[config.mk]
export PLATFORM = sky130hd
export DESIGN_NAME = prog_loader
export DESIGN_NICKNAME = d
export VERILOG_FILES = /design/src/rtl/prog_loader_pkg.sv /design/src/rtl/prog_loader_byte_packer.sv /design/src/rtl/prog_loader.sv
export SDC_FILE = /design/constraint.sdc
export NUM_CORES = 1
export LEC_CHECK = 0
export CORE_ASPECT_RATIO = 0.7
export CORE_MARGIN = 5
export CORE_UTILIZATION = 50
export CTS_BUF_LIST = sky130_fd_sc_hd__clkbuf_4 sky130_fd_sc_hd__clkbuf_8
export DETAILED_ROUTE_END_ITERATION = 10
export GPL_ROUTABILITY_DRIVEN = 0
export PLACE_DENSITY = 0.83
export SLEW_MARGIN = 30
export SYNTH_ARGS = -nofsm -noshare
export SYNTH_HDL_FRONTEND = slang
export SYNTH_SLANG_ARGS = --single-unit
export TNS_END_PERCENT = 1
[constraint.sdc]
create_clock -name clk -period 5.9 [get_ports clk]
set_input_delay 1.18 -clock clk [delete_from_list [all_inputs] [get_ports clk]]
set_output_delay 1.18 -clock clk [all_outputs]
set_load 0.02 [all_outputs]
[src/rtl/prog_loader_pkg.sv]
// Shared definitions for the boot-time program loader.
// State encodings and frame geometry.
package prog_loader_pkg;

    typedef enum logic [2:0] {
        S_LEN,
        S_DATA,
        S_CSUM,
        S_DONE,
        S_ERR
    } state_t;

    localparam int FRAME_HDR_BYTES = 2;
    localparam int WORD_BYTES      = 4;

endpackage

[src/rtl/prog_loader_byte_packer.sv]
// Little-endian byte-to-word assembler for the program loader.
// word_valid pulses the cycle after the last byte of a word is pushed.
module prog_loader_byte_packer
    import prog_loader_pkg::*;
(
    input  logic        clk,
    input  logic        rst,
    input  logic        clr,
    input  logic        push,
    input  logic [7:0]  data,
    output logic        last_byte,
    output logic        word_valid,
    output logic [31:0] word
);

    logic [1:0] cnt;

    assign last_byte = (cnt == 2'(WORD_BYTES - 1));

    always_ff @(posedge clk) begin
        if (rst || clr) begin
            cnt        <= '0;
            word       <= '0;
            word_valid <= 1'b0;
        end else begin
            word_valid <= push && last_byte;
            if (push) begin
                word <= {data, word[31:8]};
                cnt  <= cnt + 2'd1;
            end
        end
    end

endmodule

[src/rtl/prog_loader.sv]
// Boot loader: parses a framed byte stream into IM writes and
// holds the CPU in reset until a frame loads with a good checksum.
module prog_loader
    import prog_loader_pkg::*;
#(
    parameter int ADDR_W = 10,
    parameter int DEPTH  = 1024
) (
    input  logic              clk,
    input  logic              rst,
    input  logic              start,
    input  logic              in_valid,
    input  logic [7:0]        in_data,
    output logic              in_ready,
    output logic              im_we,
    output logic [ADDR_W-1:0] im_addr,
    output logic [31:0]       im_wdata,
    output logic              cpu_rst_n,
    output logic              done,
    output logic              err
);

    state_t      state;
    logic        hdr_idx;
    logic [7:0]  len_lo;
    logic [15:0] n_words;
    logic [15:0] words_seen;
    logic [7:0]  sum;

    logic        restart;
    logic        accept;
    logic        push;
    logic        last_byte;
    logic        word_valid;
    logic [31:0] word;
    logic [15:0] len_next;

    assign restart  = start && (state == S_DONE || state == S_ERR);
    assign accept   = in_valid && in_ready;
    assign push     = accept && (state == S_DATA);
    assign len_next = {in_data, len_lo};

    prog_loader_byte_packer u_packer (
        .clk        (clk),
        .rst        (rst),
        .clr        (restart),
        .push       (push),
        .data       (in_data),
        .last_byte  (last_byte),
        .word_valid (word_valid),
        .word       (word)
    );

    assign im_we    = word_valid;
    assign im_wdata = word;

    always_ff @(posedge clk) begin
        if (rst || restart) begin
            state      <= S_LEN;
            hdr_idx    <= 1'b0;
            len_lo     <= '0;
            n_words    <= '0;
            words_seen <= '0;
            sum        <= '0;
            im_addr    <= '0;
            in_ready   <= 1'b1;
            cpu_rst_n  <= 1'b0;
            done       <= 1'b0;
            err        <= 1'b0;
        end else begin
            // The last word's write lands after the move to CSUM, so it holds.
            if (word_valid && state == S_DATA)
                im_addr <= im_addr + ADDR_W'(1);
            if (accept) begin
                unique case (state)
                    S_LEN: begin
                        sum <= sum + in_data;
                        if (hdr_idx == 1'(FRAME_HDR_BYTES - 1)) begin
                            hdr_idx <= 1'b0;
                            n_words <= len_next;
                            if (len_next == '0) begin
                                state <= S_CSUM;
                            end else if (32'(len_next) > 32'(DEPTH)) begin
                                state    <= S_ERR;
                                in_ready <= 1'b0;
                                err      <= 1'b1;
                            end else begin
                                state <= S_DATA;
                            end
                        end else begin
                            len_lo  <= in_data;
                            hdr_idx <= 1'b1;
                        end
                    end
                    S_DATA: begin
                        sum <= sum + in_data;
                        if (last_byte) begin
                            words_seen <= words_seen + 16'd1;
                            if (words_seen + 16'd1 == n_words)
                                state <= S_CSUM;
                        end
                    end
                    S_CSUM: begin
                        in_ready <= 1'b0;
                        if (in_data == sum) begin
                            state     <= S_DONE;
                            done      <= 1'b1;
                            cpu_rst_n <= 1'b1;
                        end else begin
                            state <= S_ERR;
                            err   <= 1'b1;
                        end
                    end
                    default: ;
                endcase
            end
        end
    end

endmodule

==> key figures <==
Outcome
  • Status: complete, no violations

Routing
  • DRC: 0
  • Avg WL per Cell: approximately 15 µm
  • DR iter-0 viols: between 300 and 400
  • ANT nets after route: 0
  • Via-to-Cell Ratio: between 5 and 6
  • Routed via count: 4059
  • WL final: 11200 µm
  • Pre-antenna DRT Iters: 7

Power and ir drop
  • PwrDens: 335 nW/µm²
  • Worst VDD drop: between 0.2 and 0.25 mV
  • LEAKAGE: between 2 and 2.5 nW

Setup path
  • CP peak stage delay: about 0.57 ns
  • R2R Setup Slk: between 2 and 3 ns
  • Slowest-stage cell, CP: clkdlybuf4s50_1
  • Critical Setup Path Class: in2reg
  • Reg2Reg Depth: 6
  • CP required: between 6 and 7 ns
  • Highest net fanout along the worst path: 5
  • Setup crit end kind: flop
  • CP arrival: 3.52 ns
  • Reg-to-reg startpoint: state[0]
  • Cell Chain, Critical Path: clkdlybuf4s50_1 > ha_1 > inv_1 > fa_1 > nor2b_1 > o21ai_0 > a21boi_0 > o21a_1 > or4_1 > nand3_1
  • Startpoint Class: primary input
  • Top delay family on crit path: buffers and inverters
  • Buffers and inverters on the worst path: 2
  • Worst R2R End: words_seen[11]

STA
  • FMAX: between 300 and 400 MHz
  • Slew Limit Fails: 0
  • Final period utilization: 0.544
  • Setup_tns: 0 ns
  • Actual slew at the worst max-slew pin: between 0.7 and 0.8 ns
  • Setup violations, final: 0
  • Worst clock skew: roughly 0.011 ns
  • RSZ-0062 raised after global routing: false
  • Rel. slew slack: 0.485
  • Setup WS post-layout: 2.69 ns
  • Hold Slack: 0.460 ns
  • Fin. Hold Viols: 0
  • Clock period minus worst slack: around 3.2 ns

Finish
  • Fin nets: roughly 630
  • Most frequent cells in the layout: nand2_1 (101), dfxtp_1 (100), a21oi_1 (61)
  • Fraction of layout cells with a size suffix above 1: 0.0456
  • Commonest non-fill, non-tap cell in the layout: nand2_1
  • Area grow syn2layout: 17.5%
  • Fin area: 5480 µm²
  • Antenna diodes: 0
  • Layout Cells excl Fill: about 740

Yosys
  • Synthesized area: roughly 4700 µm²
  • Post-synthesis register bit count: 100
  • Yosys Warn Count: 0
  • Post-synthesis sequential area ratio: 0.429
  • Unique masters post-synth: around 50
  • Top_reg_cell synth: dfxtp_1
  • Async set or reset register ratio after synthesis: 0
  • Cells after Synth: 574
  • Synth Area per Inst: around 8.1 µm²
  • Syn nets: slightly below 600
  • Post-synth EDFFs: 0

Clock network
  • CTS Root Cell: clkbuf_8
  • Setup bufs post-CTS: 0
  • Htree depth: 3
  • # hold bufs at CTS: 0
  • TritonCTS Buffers: 9
  • Clk_lat worst skew: approximately 0.38 ns
  • Clock buffer depth: 2
  • Clock Sinks: 100
  • Clock transition at the registers of the reported paths: 0.09 ns
  • PostCTS Resize Cnt: 0
  • CTS tree: done

Die
  • Starting Density: 0.514
  • Die Area: approximately 11000 µm²
  • Die height: ~90 µm
  • Core Area: between 9000 and 10000 µm²
  • Ports: 59
  • Die width: roughly 130 µm
  • Site row count: 29

Min path
  • HP Start: u_packer.word[5]
  • Hold path cells: 2
  • Min-delay worst type: reg2reg
  • Hold endpoint: u_packer.word[5]

GRT
  • Largest net degree at the start of global routing: 70
  • Global-route wire length before repair: 18900 µm
  • Vias in the first global route: between 3000 and 4000
  • Initial antenna violation count: 0
  • Total grt overflow: 0
  • Total track usage: 0.200

Placed design
  • Post-DP Area: between 5000 and 6000 µm²
  • DP Worst Slack: 2.14 ns
  • Port bufs: 58
  • HPWL Detailed: 7800 µm
  • Post-Place Cells: ~720

Job
  • Max-cap viol count: 0
stage by stage:
stage,util,power (mW)
6_report,0.604,1.84
5_1_grt,0.604,1.95
4_1_cts,0.602,1.83
3_5_place_dp,0.580,1.40
3_3_place_gp,0.580,1.37
2_1_floorplan,-,1.25
how the worst max path moves through the flow:
stage / from / endpoint / slack [ns] / cells after the start
after floorplan: in_data[4] / state[0] / 3.16 / 6
after global placement: in_valid / n_words[10] / 2.36 / 6
after detailed placement: in_valid / n_words[3] / 2.14 / 6
after CTS: in_valid / n_words[3] / 2.54 / 6
after global routing: state[0] / words_seen[11] / 2.52 / 6
final: in_data[0] / sum[6] / 2.69 / 10
state kept, by name, indices dropped and copies added (netlist names):
name / flops
done: 1
err: 1
hdr_idx: 1
im_addr: 10
in_ready: 1
len_lo: 8
n_words: 16
state: 3
sum: 8
u_packer.cnt: 2
u_packer.word: 32
u_packer.word_valid: 1
words_seen: 16
power by group:
| group | switching, mW | internal [mW] |
|---|---|---|
| logic | 0.344 | 0.214 |
| registers | 0.0901 | 0.754 |
| clock network | 0.234 | 0.199 |
kinds of logic (layout without fill, tap and decap cells):
| family | count (synthesis) | after routing | synth area share |
|---|---|---|---|
| AND/OR/NAND/NOR | 257 | 257 | 0.258 |
| flip-flops | 100 | 100 | 0.429 |
| AO/OA/AOI/OAI | 95 | 95 | 0.117 |
| adder cells (fa/ha/maj) | 11 | 11 | 0.0311 |
| XOR/XNOR | 48 | 48 | 0.0901 |
| multiplexers | 15 | 15 | 0.0322 |
| buffers and inverters | 48 | 88 | 0.0426 |
final cells by class:
class	instances	area [µm²]
Clock buffer	14	180
Clock inverter	2	17.5
Timing Repair Buffer	60	599
Inverter	12	45.0
Multi-Input combinational cell	426	2480
Sequential cell	100	2000
Tap cell	124	155
Fill cell	780	3590
routing by layer:
metal / part of all wire / up-vias / track usage / routed length (µm)
li1: - / 2021 / - / -
met1: 0.46 / 1898 / 0.283 / 5180
met2: 0.46 / 128 / 0.293 / 5130
met3: 0.070 / 12 / 0.0579 / 786
met4: 0.013 / 0 / 0.0623 / 149
met5: 0 / - / 0 / 0
worst reg2reg max path: cells and delay by family (launching register included):
| kind | cells | cell delay (ns) |
|---|---|---|
| and+or+nand+nor | 5 | 1.96 |
| DFF | 1 | 0.68 |
| xor gates and xnor gates | 1 | 0.18 |
cells in the mapped netlist (2+ instances only):
| master | n | share of area |
|---|---|---|
| nor4b_1 | 2 | 0.0038 |
| a211oi_1 | 2 | 0.0032 |
| dfxtp_1 | 100 | 0.43 |
| a31oi_1 | 2 | 0.0027 |
| nand2b_1 | 5 | 0.0067 |
| nor2_1 | 57 | 0.046 |
| xnor2_1 | 24 | 0.045 |
| xor2_1 | 24 | 0.045 |
| nand3_1 | 29 | 0.031 |
| ha_1 | 10 | 0.027 |
| nor3_2 | 2 | 0.0043 |
| nand2_1 | 102 | 0.082 |
| buf_4 | 2 | 0.0032 |
| a21oi_1 | 61 | 0.065 |
| or3_1 | 9 | 0.012 |
| a21o_1 | 2 | 0.0032 |
| nor3b_1 | 4 | 0.0064 |
| o21ai_1 | 2 | 0.0021 |
| nor4_1 | 5 | 0.0067 |
| clkbuf_1 | 20 | 0.016 |
| o21ai_0 | 12 | 0.013 |
| or4_1 | 3 | 0.0048 |
| buf_1 | 5 | 0.0040 |
| inv_1 | 12 | 0.0097 |
| and4_1 | 4 | 0.0075 |
| and3_1 | 4 | 0.0054 |
| mux2i_1 | 15 | 0.032 |
| buf_2 | 9 | 0.0097 |
| and2_1 | 5 | 0.0067 |
| nand4_1 | 11 | 0.015 |
| nor2b_1 | 3 | 0.0040 |
| nand3b_1 | 3 | 0.0048 |
| nor3_1 | 8 | 0.0086 |
Note: power is estimated with default switching activity, not from simulation.
